===== config.mk =====
export PLATFORM = sky130hd
export DESIGN_NAME = serial_add_arbiter
export DESIGN_NICKNAME = d
export VERILOG_FILES = /design/src/rtl/serial_add_arbiter_pkg.sv /design/src/rtl/serial_add_arbiter_rr_arbiter.sv /design/src/rtl/serial_add_arbiter.sv
export SDC_FILE = /design/constraint.sdc
export NUM_CORES = 1
export LEC_CHECK = 0
export ABC_AREA = 1
export BUFFER_PORTS_ARGS = -buffer_cell sky130_fd_sc_hd__buf_2
export CAP_MARGIN = 15
export CORE_MARGIN = 3
export CORE_UTILIZATION = 40
export CTS_CLUSTER_DIAMETER = 100
export DETAILED_ROUTE_END_ITERATION = 8
export PLACE_DENSITY = 0.75
export SETUP_SLACK_MARGIN = 0.05
export SYNTH_ARGS = -nofsm -noshare
export SYNTH_HDL_FRONTEND = slang
export SYNTH_SLANG_ARGS = --single-unit

===== constraint.sdc =====
create_clock -name clk_i -period 4.05 [get_ports clk_i]
set_clock_uncertainty 0.05 [all_clocks]
set_input_delay 0.405 -clock clk_i [delete_from_list [all_inputs] [get_ports clk_i]]
set_output_delay 0.405 -clock clk_i [all_outputs]
set_load 0.005 [all_outputs]

===== src/rtl/serial_add_arbiter_pkg.sv =====
// Shared definitions for the serial adder arbiter.
// Holds the FSM state encodings, default operand width and timeout, the timer width and a helper
// that sizes requester-id fields (minimum one bit).
package serial_add_arbiter_pkg;

  localparam int unsigned DefWidth   = 32;
  localparam int unsigned DefTimeout = 63;
  localparam int unsigned TimerW     = 8;

  localparam logic [1:0] ST_IDLE  = 2'd0;
  localparam logic [1:0] ST_ISSUE = 2'd1;
  localparam logic [1:0] ST_WAIT  = 2'd2;
  localparam logic [1:0] ST_RESP  = 2'd3;

  function automatic int unsigned id_width(input int unsigned n);
    return (n > 1) ? $clog2(n) : 1;
  endfunction

endpackage


===== src/rtl/serial_add_arbiter_rr_arbiter.sv =====
// Combinational round-robin arbiter.
// Searches req_i starting at index ptr_i, wrapping modulo NREQ, and returns the first set bit.
// Ports:
//   req_i        request vector, one bit per requester
//   ptr_i        index with highest priority this round (must be < NREQ)
//   gnt_o        one-hot grant (all zero when no request)
//   gnt_idx_o    index of the granted requester
//   gnt_valid_o  1 when any request is granted
module serial_add_arbiter_rr_arbiter
  import serial_add_arbiter_pkg::*;
#(
  parameter int unsigned NREQ = 2,
  localparam int unsigned IdW = id_width(NREQ)
) (
  input  logic [NREQ-1:0] req_i,
  input  logic [IdW-1:0]  ptr_i,
  output logic [NREQ-1:0] gnt_o,
  output logic [IdW-1:0]  gnt_idx_o,
  output logic            gnt_valid_o
);

  logic [IdW-1:0] idx;

  always_comb begin
    gnt_o       = '0;
    gnt_idx_o   = '0;
    gnt_valid_o = 1'b0;
    idx         = '0;
    for (int unsigned off = 0; off < NREQ; off++) begin
      idx = IdW'((32'(ptr_i) + off) % NREQ);
      if (!gnt_valid_o && req_i[idx]) begin
        gnt_valid_o = 1'b1;
        gnt_o[idx]  = 1'b1;
        gnt_idx_o   = idx;
      end
    end
  end

endmodule


===== src/rtl/serial_add_arbiter.sv =====
// Shares one bit-serial adder core between NREQ requesters.
// Grants one request at a time round-robin, launches the adder with a one-cycle start pulse, waits
// for its done (or a timeout) and returns the result tagged with the requester id.
// Ports:
//   clk_i, rst_i           clock, synchronous active-high reset
//   req_valid_i/ready_o    per-requester handshake; ready is one-hot and only raised in IDLE
//   req_a_i, req_b_i       packed operands, requester i at [i*WIDTH +: WIDTH]
//   req_cin_i              per-requester carry-in
//   rsp_valid_o/ready_i    result handshake
//   rsp_id_o, rsp_sum_o,
//   rsp_cout_o, rsp_err_o  result fields; err=1 means the adder timed out (sum/cout forced 0)
//   add_start_o            one-cycle start pulse to the adder
//   add_a_o, add_b_o,
//   add_cin_o              adder operands, held from ISSUE through WAIT
//   add_done_i, add_sum_i,
//   add_cout_i             adder completion and result; done outside WAIT is ignored
module serial_add_arbiter
  import serial_add_arbiter_pkg::*;
#(
  parameter int unsigned NREQ    = 2,
  parameter int unsigned WIDTH   = DefWidth,
  parameter int unsigned TIMEOUT = DefTimeout,
  localparam int unsigned IdW    = id_width(NREQ)
) (
  input  logic              clk_i,
  input  logic              rst_i,
  input  logic [NREQ-1:0]   req_valid_i,
  output logic [NREQ-1:0]   req_ready_o,
  input  logic [NREQ*WIDTH-1:0] req_a_i,
  input  logic [NREQ*WIDTH-1:0] req_b_i,
  input  logic [NREQ-1:0]   req_cin_i,
  output logic              rsp_valid_o,
  input  logic              rsp_ready_i,
  output logic [IdW-1:0]    rsp_id_o,
  output logic [WIDTH-1:0]  rsp_sum_o,
  output logic              rsp_cout_o,
  output logic              rsp_err_o,
  output logic              add_start_o,
  output logic [WIDTH-1:0]  add_a_o,
  output logic [WIDTH-1:0]  add_b_o,
  output logic              add_cin_o,
  input  logic              add_done_i,
  input  logic [WIDTH-1:0]  add_sum_i,
  input  logic              add_cout_i
);

  logic [1:0]        state_q, state_d;
  logic [IdW-1:0]    ptr_q, ptr_d;
  logic [IdW-1:0]    id_q, id_d;
  logic [WIDTH-1:0]  a_q, a_d, b_q, b_d;
  logic              cin_q, cin_d;
  logic [TimerW-1:0] timer_q, timer_d;
  logic [WIDTH-1:0]  sum_q, sum_d;
  logic              cout_q, cout_d;
  logic              err_q, err_d;

  logic [NREQ-1:0]   gnt;
  logic [IdW-1:0]    gnt_idx;
  logic              gnt_valid;

  serial_add_arbiter_rr_arbiter #(
    .NREQ (NREQ)
  ) u_rr_arbiter (
    .req_i       (req_valid_i),
    .ptr_i       (ptr_q),
    .gnt_o       (gnt),
    .gnt_idx_o   (gnt_idx),
    .gnt_valid_o (gnt_valid)
  );

  always_comb begin
    state_d = state_q;
    ptr_d   = ptr_q;
    id_d    = id_q;
    a_d     = a_q;
    b_d     = b_q;
    cin_d   = cin_q;
    timer_d = timer_q;
    sum_d   = sum_q;
    cout_d  = cout_q;
    err_d   = err_q;
    case (state_q)
      ST_IDLE: begin
        // A grant in IDLE is the handshake, since req_ready mirrors the grant here.
        if (gnt_valid) begin
          a_d     = req_a_i[32'(gnt_idx)*WIDTH +: WIDTH];
          b_d     = req_b_i[32'(gnt_idx)*WIDTH +: WIDTH];
          cin_d   = req_cin_i[gnt_idx];
          id_d    = gnt_idx;
          state_d = ST_ISSUE;
        end
      end
      ST_ISSUE: begin
        timer_d = '0;
        state_d = ST_WAIT;
      end
      ST_WAIT: begin
        // done has priority over a timeout landing in the same cycle
        if (add_done_i) begin
          sum_d   = add_sum_i;
          cout_d  = add_cout_i;
          err_d   = 1'b0;
          state_d = ST_RESP;
        end else if (timer_q == TimerW'(TIMEOUT - 1)) begin
          sum_d   = '0;
          cout_d  = 1'b0;
          err_d   = 1'b1;
          state_d = ST_RESP;
        end else begin
          timer_d = timer_q + TimerW'(1);
        end
      end
      default: begin
        if (rsp_ready_i) begin
          ptr_d   = (id_q == IdW'(NREQ - 1)) ? '0 : id_q + IdW'(1);
          state_d = ST_IDLE;
        end
      end
    endcase
  end

  always_ff @(posedge clk_i) begin
    if (rst_i) begin
      state_q <= ST_IDLE;
      ptr_q   <= '0;
      id_q    <= '0;
      a_q     <= '0;
      b_q     <= '0;
      cin_q   <= 1'b0;
      timer_q <= '0;
      sum_q   <= '0;
      cout_q  <= 1'b0;
      err_q   <= 1'b0;
    end else begin
      state_q <= state_d;
      ptr_q   <= ptr_d;
      id_q    <= id_d;
      a_q     <= a_d;
      b_q     <= b_d;
      cin_q   <= cin_d;
      timer_q <= timer_d;
      sum_q   <= sum_d;
      cout_q  <= cout_d;
      err_q   <= err_d;
    end
  end

  // Ready is masked during reset so no requester sees a grant that reset will discard.
  assign req_ready_o = (state_q == ST_IDLE && !rst_i) ? gnt : '0;
  assign add_start_o = (state_q == ST_ISSUE);
  assign add_a_o     = a_q;
  assign add_b_o     = b_q;
  assign add_cin_o   = cin_q;
  assign rsp_valid_o = (state_q == ST_RESP);
  assign rsp_id_o    = id_q;
  assign rsp_sum_o   = sum_q;
  assign rsp_cout_o  = cout_q;
  assign rsp_err_o   = err_q;

endmodule


==> results of run 1 <==
==> layer usage <==
metal  up-vias  GRT usage (%)  part of all wire [%]
li1       2972              -                     -
met1      2591           24.4                    40
met2       187           37.7                    51
met3        24           5.18                   7.2
met4         0           7.80                   2.2
met5         -              0                     0
==> worst max-delay path, cell delays in order (launching register included) <==
cell and delay (ns):
dfxtp_1 0.39, inv_1 0.09, ha_1 0.27, nand2_1 0.23, clkinv_1 0.09, buf_4 0.25, nor2_4 0.60, nand2_1 0.10
a21oi_1 0.18
==> worst max-delay path by stage <==
| stage | start | to | slack [ns] | cells past startpoint |
|---|---|---|---|---|
| 2_1_floorplan | state_q[0]$_SDFFE_PP0P_ | rsp_sum_o[0]$_SDFFE_PP0P_ | 2.37 | 8 |
| 3_3_place_gp | state_q[0]$_SDFFE_PP0P_ | rsp_sum_o[16]$_SDFFE_PP0P_ | 1.81 | 8 |
| 3_5_place_dp | state_q[0]$_SDFFE_PP0P_ | rsp_sum_o[10]$_SDFFE_PP0P_ | 1.75 | 8 |
| 4_1_cts | state_q[0]$_SDFFE_PP0P_ | rsp_sum_o[20]$_SDFFE_PP0P_ | 1.69 | 8 |
| 5_1_grt | state_q[0]$_SDFFE_PP0P_ | rsp_sum_o[2]$_SDFFE_PP0P_ | 1.47 | 8 |
| 6_report | state_q[0]$_SDFFE_PP0P_ | rsp_sum_o[20]$_SDFFE_PP0P_ | 1.70 | 8 |
==> flip-flops by register name, indices dropped and copies added, names as in the netlist, 2 cells and up <==
name and flops:
timer_q 8, add_b_o 32, state_q 2, add_a_o 32, rsp_sum_o 32
==> through the flow <==
stage	utilization (%)	power [mW]	instance area, um2
finish	56.1	4.24	6910
global route	56.1	4.58	6910
CTS	55.9	4.28	6890
detailed placement	52.9	3.17	6510
global placement	52.9	3.15	6510
floorplan	-	2.61	5150
==> cells in the final DEF (no fill, tap or decap), drive strengths merged <==
cell type  count
or2            1
bufinv         4
nor2         155
a21oi         40
o21ai         68
nand2        240
clkbuf        10
ha             7
o211a          1
nand4          7
dfxtp        111
nor3           1
a311oi         1
nand3         72
buf          279
inv           29
a31o           1
clkinv         1
==> layout make-up <==
type,count,area (um2)
Clock buffer,10,239
Clock inverter,6,138
Fill cell,1263,5410
Inverter,28,105
Multi-Input combinational cell,594,2570
Sequential cell,111,2220
Tap cell,168,210
Timing Repair Buffer,279,1430
==> power groups by stage <==
stage	logic [mW]	registers (mW)	clock network, mW
final	1.60	1.54	1.10
after global routing	1.84	1.58	1.17
after detailed placement	1.60	1.57	0
after floorplan	1.01	1.59	0
after CTS	1.61	1.55	1.12
after global placement	1.59	1.55	0
==> cell families after synthesis <==
kind of cell               after synthesis  share of synthesized area (%)
and+or+nand+nor                        476                           37.1
AOI/OAI and AO/OA                      111                           11.0
DFF                                    111                           43.2
buffers and inverters                   81                           7.02
adders and majority gates                7                           1.70
==> out/qor.yml, run 1 <==
hold_path.class: "input port to flip-flop"
drc: 0
powerDensity_mw_per_mm2: 614
dr.pass1.iters: 4
grt_pass1_wl_um: 25000
combPwrFrac_pct: 37.7
dp_cells: 1179
final_nets: 1199
yosys_warnings: 0
status: "finished, final reports clean"
setup_ws_ns: 1.70
crit_required_ns: 4.27
start_util_pct: 41.8
cp-start-kind: "flip-flop"
grt_setup_unrepaired: "no"
drive_gt1_share_pct: 29.6
synth_edf_count: 0
postCtsResizedCells: 0
cp_max_fo: 34
row_count: 40
ant_nets: 0
synth.distinct_cells: 23
clock-root-buffer: "clkbuf_16"
drv_cap: 0
yosys.area.top_type: "dfxtp_1"
die-height_um: 119
p_sw_share_pct: 36.2
synth-seq-area-share_pct: 43.2
r2r-start: "state_q[0]$_SDFFE_PP0P_"
dp_hpwl_um: 11400
synth_most_common_cell: "nand2_1"
cp.arrival_ns: 2.57
async_reset_ff_share_pct: 0
relSlewSlack_pct: 52.4
path_clk_slew_ns: 0.08
grt_start_max_net_pins: 67
io_pins: 273
gp_congestion: 0.855
cts_setup_buffers: 0
wl_per_cell_um: 13.0
grt_pass1_vias: 5409
syn_inst: 786
ys_top_cells_by_count: "nand2_1 (239), nor2_1 (154), dfxtp_1 (111)"
cts_tree: "built"
yosys.area.top_type_share_pct: 43.2
peakVddDrop_mv: 0.309
hold_buffers: 0
setup_violations: 0
p_sw_mw: 1.53
coreArea_mm2: 0.0123
synth-seq-cells: 111
n_antenna_cell: 0
syn_avg_cell_area_um2: 6.55
cts_buffer_depth: 2
rr_endpoint: "rsp_sum_o[20]$_SDFFE_PP0P_"
crit_type: "flip-flop to flip-flop"
area_growth_pct: 34.2
min_period_ns: 2.35
die_w_um: 119
synth_area_leaders: "dfxtp_1 (43%), nand2_1 (17%), nor2_1 (11%)"
cts_buffers: 9
finalNonFillerCells: 1196
dp_slack_ns: 1.75
track_usage_pct: 21.2
whs_path_depth: 2
r2r_slack_ns: 1.70
wl_um: 15500
ys.flop_type: "dfxtp_1"
antenna_found_initial: 0
insertion_delay_ns: 0.35
min_to: "ptr_q$_SDFFE_PP0P_"
finalHoldViolations: 0
cts.sinks: 111
p_seq_share_pct: 36.4
cp-end-kind: "flip-flop"
die_area_mm2: 0.0143
power.internal_mw: 2.71
min-delay-start: "rsp_ready_i"
syn_nets: 962
htreeDepth: 3
drv_slew: 0
fin_crit_sh_pct: 58.1
power.share.clock_pct: 25.9
num_vias: 5774
fmax_mhz: 425
fin_setup_tns_ns: 0
avgViaCountPerCell: 4.83
drt_iter0_drc: 369
grt_overflow_total: 0
netlist_area_mm2: 0.00515
hold_ws_ns: 0.240
io_buffers: 272
p_leak_nw: 3.65
reg2regPathDepth: 8
worstMarginPinSlew_ns: 0.714
(Power assumes the default switching activity.)
==> inputs of run 2 (changes only) <==
- clock period: 4.05 -> 2.2 ns (I/O delays scaled with it)
==> run 2 against run 1 <==
  * Clock power is 48% higher
  * Cell count up 0.17%
  * Cell area is 0.13% lower
  * First-iteration DRC count fell by 9.5%
  * Hold slack worse by 0.17 ns
  * Sequential share of layout area about the same
  * Critical path type unchanged
  * Non-clock buffer count up 2
  * Maximum frequency rose by 29%
  * Largest cell class unchanged
  * Count of clock-buffer cells in the layout down 1
  * Largest power group unchanged
  * Global-route usage hardly changed
  * Register-to-register slack worse by 1.3 ns
  * Combinational power rose by 88%
==> out/qor.yml, run 2 (synthesis results as in run 1) <==
status: "finished, final reports clean"
crit_type: "flip-flop to flip-flop"
die-height_um: 119
hold_path.class: "input port to flip-flop"
worstMarginPinSlew_ns: 0.576
drt_iter0_drc: 334
cts_buffer_depth: 2
grt_setup_unrepaired: "no"
grt_start_max_net_pins: 67
avgViaCountPerCell: 4.76
wl_per_cell_um: 13.0
cp-end-kind: "flip-flop"
finalHoldViolations: 0
dp_hpwl_um: 11500
dr.pass1.iters: 5
drive_gt1_share_pct: 29.8
n_antenna_cell: 0
fmax_mhz: 549
insertion_delay_ns: 0.34
grt_overflow_total: 0
num_vias: 5707
cpMostUsedCell: "inv_1"
dpl_cell_area_mm2: 0.00660
most-common-layout-cells: "buf_2 (272), nand2_1 (237), nor2_1 (154), dfxtp_1 (111), nand3_1 (72)"
highest_layer: "met4"
peakVddDrop_mv: 0.569
die_w_um: 119
grt_pass1_vias: 5374
fin_setup_tns_ns: 0
p_leak_nw: 3.65
grt_pass1_wl_um: 25000
min_period_ns: 1.82
hold_ws_ns: 0.0725
fin_crit_sh_pct: 82.9
final_area_mm2: 0.00690
drc: 0
io_pins: 273
clock-root-buffer: "clkbuf_16"
cpLargestDelayFamily: "buffers and inverters"
io_buffers: 272
final_common_cell: "buf_2"
cp_max_fo: 33
cts_tree: "built"
gp_congestion: 0.831
hold_buffers: 0
wl_met1_um: 6510
start_util_pct: 41.8
cts_setup_buffers: 0
final_nets: 1201
cts_buffers: 9
wl_met3_um: 950
antenna_found_initial: 0
row_count: 40
crit_required_ns: 2.42
powerDensity_mw_per_mm2: 1090
cp.arrival_ns: 2.04
die_area_mm2: 0.0143
coreArea_mm2: 0.0123
cp.buffers_inverters: 3
track_usage_pct: 21.2
drv_cap: 0
critical-path-slowest-cell: "dfxtp_1"
met2_length_um: 7700
cts.sinks: 111
ant_nets: 0
cp_cell_sequence: "inv_1 > ha_1 > nand3_1 > inv_1 > nor2_4 > buf_6 > nand2_1 > a21oi_1"
wl_um: 15600
htreeDepth: 3
path_clk_slew_ns: 0.07
setup_violations: 0
cp-start-kind: "flip-flop"
total_power_mw: 7.49
drv_slew: 0
post-route-util_pct: 56.0
max_stage_delay_ns: 0.40
relSlewSlack_pct: 61.6
area_growth_pct: 34.0
run 2: changes by cell type in the layout (fill, tap and decap cells not counted), sizes merged:
cell | before | now
clkinv | 1 | 6
bufinv | 4 | 1
buf | 279 | 281
clkbuf | 10 | 9
inv | 29 | 28
run 2: final cells by class:
cell class	count	area [um2]
repair buffers	281	1500
multi-input cells	594	2570
well taps	168	210
fillers	1275	5410
inverters	28	105
clock buffers	9	225
flip-flops and latches	111	2220
clock inverters	7	71.3
run 2: per-layer routing:
layer / GRT usage, % / vias up
met1: 25.1 / 2538
met3: 5.13 / 31
li1: - / 2971
met2: 36.8 / 167
met4: 8.23 / 0
met5: 0 / -
run 2: per-stage QoR:
step / setup WS (ns) / instances
final: 0.377 / 1198
after global routing: 0.156 / 1198
after CTS: 0.209 / 1198
after detailed placement: 0.231 / 1182
after global placement: 0.348 / 1182
after floorplan: 0.519 / 786
run 2: timing repair:
| action | CTS | global route |
|---|---|---|
| setup endpoints to repair | 0 | 33 |
| endpoints found under the hold margin | 0 | 0 |
| resized for setup | 0 | 2 |
run 2: path summary, 6_finish.rpt:
kind	startpoint	to	slack (ns)	depth (start not counted)
worst max-delay path	state_q[0]$_SDFFE_PP0P_	rsp_sum_o[8]$_SDFFE_PP0P_	0.38	8
worst min-delay path	add_sum_i[13]	rsp_sum_o[13]$_SDFFE_PP0P_	0.07	3
worst min register to register	rsp_sum_o[22]$_SDFFE_PP0P_	rsp_sum_o[22]$_SDFFE_PP0P_	0.41	2
worst max register to register	state_q[0]$_SDFFE_PP0P_	rsp_sum_o[8]$_SDFFE_PP0P_	0.38	8
run 2: worst reg2reg max path, delay by kind of cell, from the launching register on:
| kind | cells | cell delay, ns |
|---|---|---|
| AOI/OAI and AO/OA | 1 | 0.14 |
| DFF | 1 | 0.40 |
| buffers and inverters | 3 | 0.45 |
| and+or+nand+nor | 3 | 0.43 |
| adders and majority gates | 1 | 0.28 |
run 2: power breakdown:
part / switching [mW] / total [mW] / internal [mW] / leakage [nW]
clock network: 0.742 / 1.63 / 0.886 / 0.150
registers: 0.279 / 2.85 / 2.57 / 0.913
logic: 1.81 / 3.01 / 1.19 / 2.58
==> inputs of run 3 (changes only) <==
- PLACE_DENSITY: 0.75 -> 0.78
- clock period: 2.2 -> 1.5 ns (I/O delays scaled with it)
==> run 3 against run 2 <==
  * The flow now finishes with violations (negative setup slack)
  * Cell area rose by 16%
  * Utilization rose by 8.9 points
  * Global-route usage rose by 2.7 points
  * Wire length rose by 23%
  * Non-clock buffer count rose by 76
  * Count of clock-buffer cells in the layout did not move
  * Sequential power rose by 49%
  * Hold slack got worse by 0.062 ns
  * Cell count rose by 6.4%
  * Sequential share of layout area fell by 4.3 points
  * Largest cell class unchanged
  * Highest routed layer unchanged
==> out/qor.yml, run 3 (synthesis results as in run 1) <==
peakVddDrop_mv: 0.904
die_w_um: 119
finalHoldViolations: 0
crit_type: "flip-flop to flip-flop"
drc: 0
fillers: 1091
track_usage_pct: 23.8
cts_buffers: 9
die-height_um: 119
r2r-start: "timer_q[0]$_SDFFE_PP0P_"
grt_pass1_wl_um: 27800
cp_cell_sequence: "inv_2 > ha_2 > inv_2 > nor2_4 > nand3_2 > inv_4 > nor2_4 > clkbuf_16 > nand2_1 > a21oi_1"
cts_buffer_depth: 2
cpLargestDelayFamily: "simple AND/OR/NAND/NOR gates"
p_leak_nw: 4.13
grt_overflow_total: 0
drive_gt1_share_pct: 37.0
worstMarginPinSlew_ns: 0.436
drv_slew: 0
cts.sinks: 111
grt_pass1_vias: 5737
multi_input_area_mm2: 0.00278
n_antenna_cell: 0
final_common_cell: "buf_2"
hold_ws_ns: 0.0106
cp_max_fo: 8
cts_tree: "built"
ant_nets: 0
crit_start: "timer_q[0]$_SDFFE_PP0P_"
area_growth_pct: 55.4
power.share.clock_pct: 17.9
start_util_pct: 41.8
antenna_found_initial: 0
powerDensity_mw_per_mm2: 1630
setup_violations: 16
relSlewSlack_pct: 70.9
p_seq_share_pct: 32.5
crit_required_ns: 1.73
wl_um: 19200
htreeDepth: 3
fmax_mhz: 640
setup_ws_ns: -0.0630
clock-root-buffer: "clkbuf_16"
p_sw_mw: 5.11
gp_congestion: 0.793
dr.pass1.iters: 5
coreArea_mm2: 0.0123
power.internal_mw: 7.93
status: "finished, violations left"
critical-path-slowest-cell: "dfxtp_2"
combPwrFrac_pct: 49.6
total_power_mw: 13.0
failed_checks: "negative setup slack"
final_area_mm2: 0.00800
insertion_delay_ns: 0.35
drt_iter0_drc: 440
max_stage_delay_ns: 0.34
io_buffers: 272
dpl_cell_area_mm2: 0.00682
most-common-layout-cells: "buf_2 (272), nand2_1 (232), nor2_1 (121), dfxtp_1 (107), nand3_1 (69)"
min-delay-start: "add_sum_i[18]"
cp-start-kind: "flip-flop"
final_nets: 1278
grt_setup_unrepaired: "yes"
fin_setup_tns_ns: -0.443
cp.arrival_ns: 1.79
wl_per_cell_um: 15.1
fin_crit_sh_pct: 104
drv_cap: 0
p_sw_share_pct: 39.2
min_period_ns: 1.56
ff_latch_area_mm2: 0.00223
die_area_mm2: 0.0143
num_vias: 6408
io_pins: 273
cp-end-kind: "flip-flop"
avgViaCountPerCell: 5.03
row_count: 40
grt_start_max_net_pins: 75
cp.buffers_inverters: 4
path_clk_slew_ns: 0.08
dp_hpwl_um: 11600
hold_path.class: "input port to flip-flop"
run 3: cell count changes in the layout (fill, tap and decap cells not counted), moves of 5 or more:
cell / change
nand2_1: -5
o21ai_0: -24
nor2_2: +30
dlygate4sd3_1: +30
o21ai_1: +24
clkbuf_16: +7
nor2_1: -33
buf_4: +27
buf_6: +6
run 3: layout make-up:
cell class                 count  share of cell area (%)
tap                          168                    2.63
clock inverter                 7                   0.720
multi-input combinational    595                    34.8
timing repair buffer         357                    29.6
clock buffer                   9                    2.82
inverter                      28                    1.53
sequential                   111                    27.9
run 3: worst register-to-register path: stages (launching register included):
cell	delay, ns
dfxtp_2	0.34
inv_2	0.04
ha_2	0.17
inv_2	0.06
nor2_4	0.04
nand3_2	0.10
inv_4	0.06
nor2_4	0.23
clkbuf_16	0.22
nand2_1	0.06
a21oi_1	0.13
run 3: power groups by stage:
stage          combinational (mW)  clock (mW)  sequential (mW)
3_3_place_gp                 4.76           0             4.21
5_1_grt                      7.12        2.47             4.35
3_5_place_dp                 4.83           0             4.24
4_1_cts                      5.42        2.36             4.18
2_1_floorplan                2.77           0             4.31
6_report                     6.47        2.33             4.24
run 3: repair_timing:
action,4_1_cts,5_1_grt
gates resized for setup,25,77
endpoints found under the setup margin,93,111
setup buffers,10,2
pin swaps,5,5
hold buffers,30,0
gates cloned,3,9
endpoints found under the hold margin,30,0
run 3: worst paths after layout:
check / to / slack [ns] / cells after the start
worst max-delay path: rsp_sum_o[0]$_SDFFE_PP0P_ / -0.06 / 10
worst min-delay path: rsp_sum_o[18]$_SDFFE_PP0P_ / 0.01 / 3
worst max register to register: rsp_sum_o[0]$_SDFFE_PP0P_ / -0.06 / 10
worst min register to register: rsp_sum_o[13]$_SDFFE_PP0P_ / 0.42 / 2
run 3: stage by stage:
stage	instances	setup slack (ns)	utilization [%]
2_1_floorplan	786	0.0542	-
3_3_place_gp	1205	-0.219	55.4
3_5_place_dp	1205	-0.269	55.4
4_1_cts	1264	0.00579	62.0
5_1_grt	1275	-0.119	65.0
6_report	1275	-0.0630	65.0
run 3: layer usage:
layer	vias to the layer above	GRT usage [%]	share of wire [%]	wire [um]
met5	-	0	0	0
met4	0	8.52	2.2	429
met3	37	4.51	7.5	1430
met2	305	41.0	49	9480
met1	2925	29.6	41	7860
li1	3141	-	-	-
